`src/rtl/pipe_fifo.sv`:
```
// pipe_fifo: DEPTH-entry AXI-Stream FIFO with a registered output word, tlast sideband,
// fill level and almost-full status. Define PIPE_FIFO_FLUSH_EN to add the synchronous flush port.
module pipe_fifo #(
    parameter int BITS        = 32,
    parameter int DEPTH       = 4,
    parameter int ALMOST_FULL = DEPTH - 1
) (
    input  logic                       clk,
    input  logic                       rst_n,
`ifdef PIPE_FIFO_FLUSH_EN
    input  logic                       flush,
`endif
    input  logic                       recv_tvalid,
    output logic                       recv_tready,
    input  logic [BITS-1:0]            recv_tdata,
    input  logic                       recv_tlast,
    output logic                       send_tvalid,
    input  logic                       send_tready,
    output logic [BITS-1:0]            send_tdata,
    output logic                       send_tlast,
    output logic [$clog2(DEPTH+1)-1:0] level,
    output logic                       almost_full
);

    localparam int RAM_D = DEPTH - 1;
    localparam int PW    = (RAM_D > 1) ? $clog2(RAM_D) : 1;
    localparam int CW    = $clog2(DEPTH);
    localparam int LW    = $clog2(DEPTH+1);

    // Handshake: a word moves only on a rising edge where tvalid and tready are both high;
    // a source never waits on tready to raise tvalid, and holds its word until accepted.

    logic [BITS:0]     ram_q [RAM_D];
    logic [PW-1:0]     wr_ptr_q, wr_ptr_d;
    logic [PW-1:0]     rd_ptr_q, rd_ptr_d;
    logic [CW-1:0]     cnt_q, cnt_d;
    logic              out_valid_q, out_valid_d;
    logic [BITS-1:0]   out_data_q, out_data_d;
    logic              out_last_q, out_last_d;
    logic [LW-1:0]     level_q, level_d;
    logic              ready_q, ready_d;
    logic              af_q, af_d;

    logic push, pop, out_take, ram_rd, ram_wr, ram_we;

    function automatic logic [PW-1:0] ptr_inc(input logic [PW-1:0] p);
        return (p == PW'(RAM_D-1)) ? '0 : p + 1'b1;
    endfunction

    always_comb begin
        push     = recv_tvalid && ready_q;
        pop      = out_valid_q && send_tready;
        // The output slot refills from the RAM first, so an empty slot implies an empty RAM.
        out_take = !out_valid_q || pop;
        ram_rd   = out_take && (cnt_q != '0);
        ram_wr   = push && !(out_take && (cnt_q == '0));
        ram_we   = ram_wr;

        out_valid_d = out_valid_q;
        out_data_d  = out_data_q;
        out_last_d  = out_last_q;
        wr_ptr_d    = wr_ptr_q;
        rd_ptr_d    = rd_ptr_q;
        cnt_d       = cnt_q;
        level_d     = level_q;

        if (out_take) begin
            if (ram_rd) begin
                out_valid_d              = 1'b1;
                {out_last_d, out_data_d} = ram_q[rd_ptr_q];
            end else if (push) begin
                out_valid_d = 1'b1;
                out_data_d  = recv_tdata;
                out_last_d  = recv_tlast;
            end else begin
                out_valid_d = 1'b0;
            end
        end

        if (ram_wr) wr_ptr_d = ptr_inc(wr_ptr_q);
        if (ram_rd) rd_ptr_d = ptr_inc(rd_ptr_q);

        case ({ram_wr, ram_rd})
            2'b10:   cnt_d = cnt_q + CW'(1);
            2'b01:   cnt_d = cnt_q - CW'(1);
            default: cnt_d = cnt_q;
        endcase

        case ({push, pop})
            2'b10:   level_d = level_q + LW'(1);
            2'b01:   level_d = level_q - LW'(1);
            default: level_d = level_q;
        endcase

`ifdef PIPE_FIFO_FLUSH_EN
        if (flush) begin
            ram_we      = 1'b0;
            out_valid_d = 1'b0;
            out_data_d  = '0;
            out_last_d  = 1'b0;
            wr_ptr_d    = '0;
            rd_ptr_d    = '0;
            cnt_d       = '0;
            level_d     = '0;
        end
`endif

        // Status is registered from the post-edge level, so it never looks ahead.
        ready_d = (level_d != LW'(DEPTH));
        af_d    = (level_d >= LW'(ALMOST_FULL));
    end

    always_ff @(posedge clk) begin
        if (!rst_n) begin
            out_valid_q <= 1'b0;
            out_data_q  <= '0;
            out_last_q  <= 1'b0;
            wr_ptr_q    <= '0;
            rd_ptr_q    <= '0;
            cnt_q       <= '0;
            level_q     <= '0;
            ready_q     <= 1'b0;
            af_q        <= 1'b0;
        end else begin
            out_valid_q <= out_valid_d;
            out_data_q  <= out_data_d;
            out_last_q  <= out_last_d;
            wr_ptr_q    <= wr_ptr_d;
            rd_ptr_q    <= rd_ptr_d;
            cnt_q       <= cnt_d;
            level_q     <= level_d;
            ready_q     <= ready_d;
            af_q        <= af_d;
        end
    end

    always_ff @(posedge clk) begin
        if (rst_n && ram_we) ram_q[wr_ptr_q] <= {recv_tlast, recv_tdata};
    end

    assign recv_tready = ready_q;
    assign send_tvalid = out_valid_q;
    assign send_tdata  = out_data_q;
    assign send_tlast  = out_last_q;
    assign level       = level_q;
    assign almost_full = af_q;

endmodule

```
`config.mk`:
```
export PLATFORM = sky130hd
export DESIGN_NAME = pipe_fifo
export DESIGN_NICKNAME = d
export VERILOG_FILES = /design/src/rtl/pipe_fifo.sv
export SDC_FILE = /design/constraint.sdc
export NUM_CORES = 1
export LEC_CHECK = 0
export CORE_ASPECT_RATIO = 1.25
export CORE_MARGIN = 5
export CORE_UTILIZATION = 60
export CTS_BUF_LIST = sky130_fd_sc_hd__clkbuf_8
export DETAILED_ROUTE_END_ITERATION = 8
export DONT_BUFFER_PORTS = 1
export HOLD_SLACK_MARGIN = 0.02
export PLACE_DENSITY = 0.84
export SKIP_CTS_REPAIR_TIMING = 1
export SLEW_MARGIN = 10
export SYNTH_ARGS = -nofsm -noshare
export SYNTH_HDL_FRONTEND = slang
export SYNTH_SLANG_ARGS = --single-unit
```
`constraint.sdc`:
```
create_clock -name clk -period 5.15 [get_ports clk]
set_input_delay 0.515 -clock clk [delete_from_list [all_inputs] [get_ports clk]]
set_output_delay 0.515 -clock clk [all_outputs]
set_load 0.05 [all_outputs]
```
Yosys cells after proc, flatten, opt, wreduce, memory -nomap -nowiden
Memory sizes are Yosys's and may differ from the RTL's. A register that Yosys moved wholly into a read port is not among the register bits.
Index checks and enable logic that the tools add are counted.
W data, S select, Z words.
{"block": "totals", "ff_bits": 45, "ramBits": 99, "input_bits": 37, "output_inout_bits": 39, "word_cells": 52, "memories": 1}
{"block": "classes", "addsub": 6, "order_cmp": 1, "eq_ne": 7, "muxes": 14, "n_reduce_logical": 14}
{"memory": "ram_q", "depth": 3, "word_bits": 33, "rd": 1, "rd_clocked_by_memory_dff": 1, "wr": 1, "line": "33", "rtl": "logic [BITS:0] ram_q [RAM_D];"}
{"op": "$mux W32", "n": 2}
{"op": "$eq A2 B2 Y1 const B", "n": 4}
{"op": "$mux W2", "n": 4}
{"op": "$add A2 B1 Y2 const B", "n": 3}
{"op": "$logic_and A1 B1 Y1", "n": 6}
{"op": "$mux W1", "n": 6}
{"op": "$pmux W3 S2", "n": 1}
{"op": "$reduce_bool A2 Y1", "n": 3}
{"op": "$eq A2 B1 Y1 const B", "n": 2}
{"op": "$pmux W2 S2", "n": 1}
{"op": "$add A3 B1 Y3 const B", "n": 1}
{"op": "$ge A3 B2 Y1 const B", "n": 1}
{"op": "$ne A3 B3 Y1 const B", "n": 1}
{"op": "$sub A3 B1 Y3 const B", "n": 1}
{"op": "$logic_not A1 Y1", "n": 2}
{"op": "$logic_not A2 Y1", "n": 1}
{"op": "$reduce_and A2 Y1", "n": 1}
{"op": "$sub A2 B1 Y2 const B", "n": 1}
{"op": "$logic_or A1 B1 Y1", "n": 1}

Logic depth before layout (Yosys ltp)
{"block": "logic_depth", "ltp_word": 8, "ltp_mapped": 7, "depth_no_buf": 7}

Worst setup path after synthesis
Ideal clock, no wire load.
{"block": "synth_path", "path_kind": "register to register", "from": "register out_valid_q (netlist: send_tvalid)", "to": "memory ram_q[2][0] (netlist bit) (enable)", "setup_time_ns": 0.471, "arrival_time_ns": 3.653, "required_ns": 4.679, "slack_ns": 1.026, "path_stages_with_launch": 5, "n_path_buf": 0, "synth_period_minus_slack_ns": 4.124, "path_cell_list": "dfxtp_1 > nand2b_1 > a21oi_2 > nand2_1 > nor3b_1"}
{"block": "synth_via", "elab_chain_len": 8, "elab_cells_between_ends": 9, "cone_classes": "mux (2); reduce/logical (7)"}
{"item": "start: declaration", "line": "37", "rtl": "logic out_valid_q, out_valid_d;"}
{"item": "start signal: assignment", "line": "125", "rtl": "out_valid_q <= out_valid_d;"}
{"item": "$logic_not A1 Y1 / $logic_and A1 B1 Y1 (equally long branches)", "line": "54, 52"}
{"item": "$logic_or A1 B1 Y1 *", "line": "54", "rtl": "out_take = !out_valid_q || pop;"}
{"item": "$logic_and A1 B1 Y1 *", "line": "56", "rtl": "ram_wr = push && !(out_take && (cnt_q == '0));"}
{"item": "$logic_not A1 Y1 *", "line": "56"}
{"item": "$logic_and A1 B1 Y1 *", "line": "56"}
{"item": "$logic_and A1 B1 Y1 *", "line": "138", "rtl": "if (rst_n && ram_we) ram_q[wr_ptr_q] <= {recv_tlast, recv_tdata};"}
{"item": "$mux W1 *", "line": "138"}
{"item": "$mux W1 (implied by the code) *", "line": "138"}
{"item": "end: declaration", "line": "33"}
Mark *: on every way between the ends. The rest lies on a longest branch, timed or not.

==> metrics <==
number of cells after detailed placement 527; M3 GR Usage 0.0753; vias per cell just over 6; met2 usage 0.343; Routed WL about 12000 um; internal power 0.00232 W; synth top area cells edfxtp_1, dfxtp_1, mux2i_1; crit path time final 2880 ps; buffers added on ports 0; die area approximately 12000 um^2; LEAKAGE ~2 nW; Crit path required time 5520 ps; cell area after synthesis 5930 um^2; Post-Syn Nets 470; CTS tree done; largest net degree at the start of global routing 39; CTS root buf clkbuf_8; post-route ant nets 0; Tightest Pin Transition 1130 ps; vias 3455; # rows 40; RSZ-0062 raised after global routing false; max cap viols 0; fraction of layout cells with a size suffix above 1 0.162; Iteration-0 DRC Markers between 200 and 300; worst hold slack between 150 and 200 ps; Flop pwr share 0.537; DRC errors left 0; clock sink count 146; Avg Cell Area, Syn ~14 um^2; Peak VDD IR 0.555 mV; cells on worst reg2reg path 4; Initial Util 0.614; Max clock buf depth 2; Net Sw Power 0.00148 W; GRT met1 Usage 0.235; Placement Cell Area 5950 um^2; Clock Latency Late Sink 440 ps; Worst setup SP type register; sequential share of the synthesized area 0.660; Top Ports between 70 and 80; Hold Crit Class input port to register; #FFs+latches synth between 100 and 150; nets 460; FF-to-FF End send_tdata[25]; Vert. Die Dim 121 um; vias in the first global route 3636; grt total ovfl 0; top cell type's share of synthesized area 0.502; Layout area overhead 8.19%; hold path depth 0; hold path start recv_tdata[21]; DP HPWL 6830 um; Final Cell Area 6410 um^2; FMAX 0.348 GHz; Crit. End Element register; Core Box Area 9660 um^2; initial antenna violation count 0; die width 98.9 um; Setup-failing EPs final 0; Critical Path Max Stage Delay 980 ps; drt first pass iters 4; Crit Path Class register to register; Fin. Hold Viols 0; CTS H-tree lvls 4; number of buffers created by CTS 17; # diodes 0; busiest layer in global routing met2; Worst path slowest cell dfxtp_1; Netlist cell types 36; Total Negative Setup Slacks 0 ps; critical path peak fanout 34; Total GRT Usage 0.204; GPL Wtd Cong 0.710; synthesis warning total 0; Slew HR 0.246; Gate power share 0.196; synthesized instance count 430; Clock power frac 0.267; status complete, no violations; Sw Share 0.389; Clock Pin Slew Worst Setup and Hold Paths about 80 ps; crit share post-route 0.559; CP cell instances inv_1 -> a2111oi_1 -> a21oi_1 -> a21oi_2; first-pass GRT wire length 18700 um; wire per inst 20.9 um; Worst Hold Path EP ram_q[0][21]; Worst Clk Skew 13.5 ps; Post-Layout Cell Count ~560; post-synth top area cell edfxtp_1; FF-to-FF setup slack 2270 ps; crit path DAT roughly 3300 ps; Pwr Density 591 nW/um^2; Max Slew Vio Count 0
metrics by stage:
| stage | setup slack [ps] | utilization | power [W] |
|---|---|---|---|
| 5_1_grt | 1990 | 0.664 | 0.00398 |
| 2_1_floorplan | 1030 | - | 0.00267 |
| 4_1_cts | 2260 | 0.664 | 0.00382 |
| 3_3_place_gp | 2300 | 0.616 | 0.00278 |
| 6_report | 2270 | 0.664 | 0.00379 |
| 3_5_place_dp | 2280 | 0.616 | 0.00281 |
power groups by stage:
stage	registers, W	clock network (W)	logic (W)
6_report	0.00203	0.00101	0.000744
5_1_grt	0.00206	0.00109	0.000834
4_1_cts	0.00204	0.00103	0.000751
3_5_place_dp	0.00206	0	0.000746
2_1_floorplan	0.00197	0	0.000703
3_3_place_gp	0.00206	0	0.000720
metal layers:
metal / vias to the layer above / part of all wire
li1: 1615 / -
met1: 1720 / 0.38
met2: 106 / 0.52
met3: 14 / 0.082
met4: 0 / 0.013
met5: - / 0
final cells by class:
class	count	area (um^2)
sequential	146	3920
tap	126	158
timing repair buffer	3	22.5
multi-input combinational	248	1840
clock buffer	17	234
clock inverter	15	224
fill	677	3250
inverter	4	15.0
registers in the layout (all words and copies together) (netlist names), named ones only:
register / flops
ram_q: 99
send_tdata: 32
level: 3
cnt_q: 2
rd_ptr_q: 2
wr_ptr_q: 2
almost_full: 1
recv_tready: 1
send_tlast: 1
send_tvalid: 1
layout by cell type, fill, tap and decap left out, types with 2 or more instances in the layout:
cell	synthesis	layout
a21oi_2	29	29
nor2b_1	35	34
inv_1	4	7
xnor2_1	3	3
ha_1	2	2
dfxtp_1	47	46
clkbuf_8	0	17
clkinv_2	0	4
edfxtp_1	99	99
a31oi_1	2	2
a2111oi_2	2	2
o21ai_0	33	33
xor2_1	2	2
buf_4	2	3
or3_1	2	2
a2111oi_1	28	28
a21oi_1	42	41
nand2_1	5	5
nor2_1	10	10
a2111oi_0	3	3
bufinv_16	0	6
nor3b_1	3	2
mux2i_1	36	36
logic make-up (layout without fill, tap and decap cells):
family,after synthesis,after routing,share of synthesized area
xor gates and xnor gates,5,5,0.00739
adders and majority gates,3,3,0.00760
DFF,146,146,0.660
AOI/OAI and AO/OA,142,142,0.169
buffers and inverters,36,39,0.0348
muxes,36,36,0.0608
and+or+nand+nor,62,62,0.0604
worst max path at each step:
stage	slack (ps)	cells past startpoint	end
after floorplan	1030	4	ram_q[2][0]
final	2270	4	send_tdata[25]
after global routing	1990	4	send_tdata[4]
after detailed placement	2280	4	send_tdata[12]
after global placement	2300	4	send_tdata[12]
after CTS	2260	4	send_tdata[12]
critical path: cells and delay by family (launching register included):
family | cells | cell delay [ps]
AO/OA/AOI/OAI | 3 | 990
buffers and inverters | 1 | 820
flip-flops | 1 | 980
synthesized netlist by cell type:
| master | instances |
|---|---|
| nand2_1 | 5 |
| a2111oi_2 | 2 |
| edfxtp_1 | 99 |
| nor3b_1 | 3 |
| o21ai_1 | 1 |
| nand3b_1 | 1 |
| mux2i_1 | 36 |
| buf_4 | 2 |
| dfxtp_1 | 47 |
| a2111oi_1 | 28 |
| buf_1 | 1 |
| nor3_1 | 1 |
| xnor2_1 | 3 |
| and3_1 | 1 |
| o21ai_0 | 33 |
| nand3_1 | 1 |
| o21ai_2 | 1 |
| inv_1 | 4 |
| a31oi_1 | 2 |
| a21oi_1 | 42 |
| a21oi_2 | 29 |
| buf_12 | 3 |
| buf_2 | 6 |
| fa_1 | 1 |
| clkbuf_1 | 19 |
| a2111oi_0 | 3 |
| nand2b_1 | 1 |
| nor2_4 | 1 |
| or3_1 | 2 |
| nor2_1 | 10 |
| nor2b_1 | 35 |
| and2_1 | 1 |
| xor2_1 | 2 |
| o21a_1 | 1 |
| buf_6 | 1 |
| ha_1 | 2 |
No activity file was read; power rests on OpenSTA's default activity.
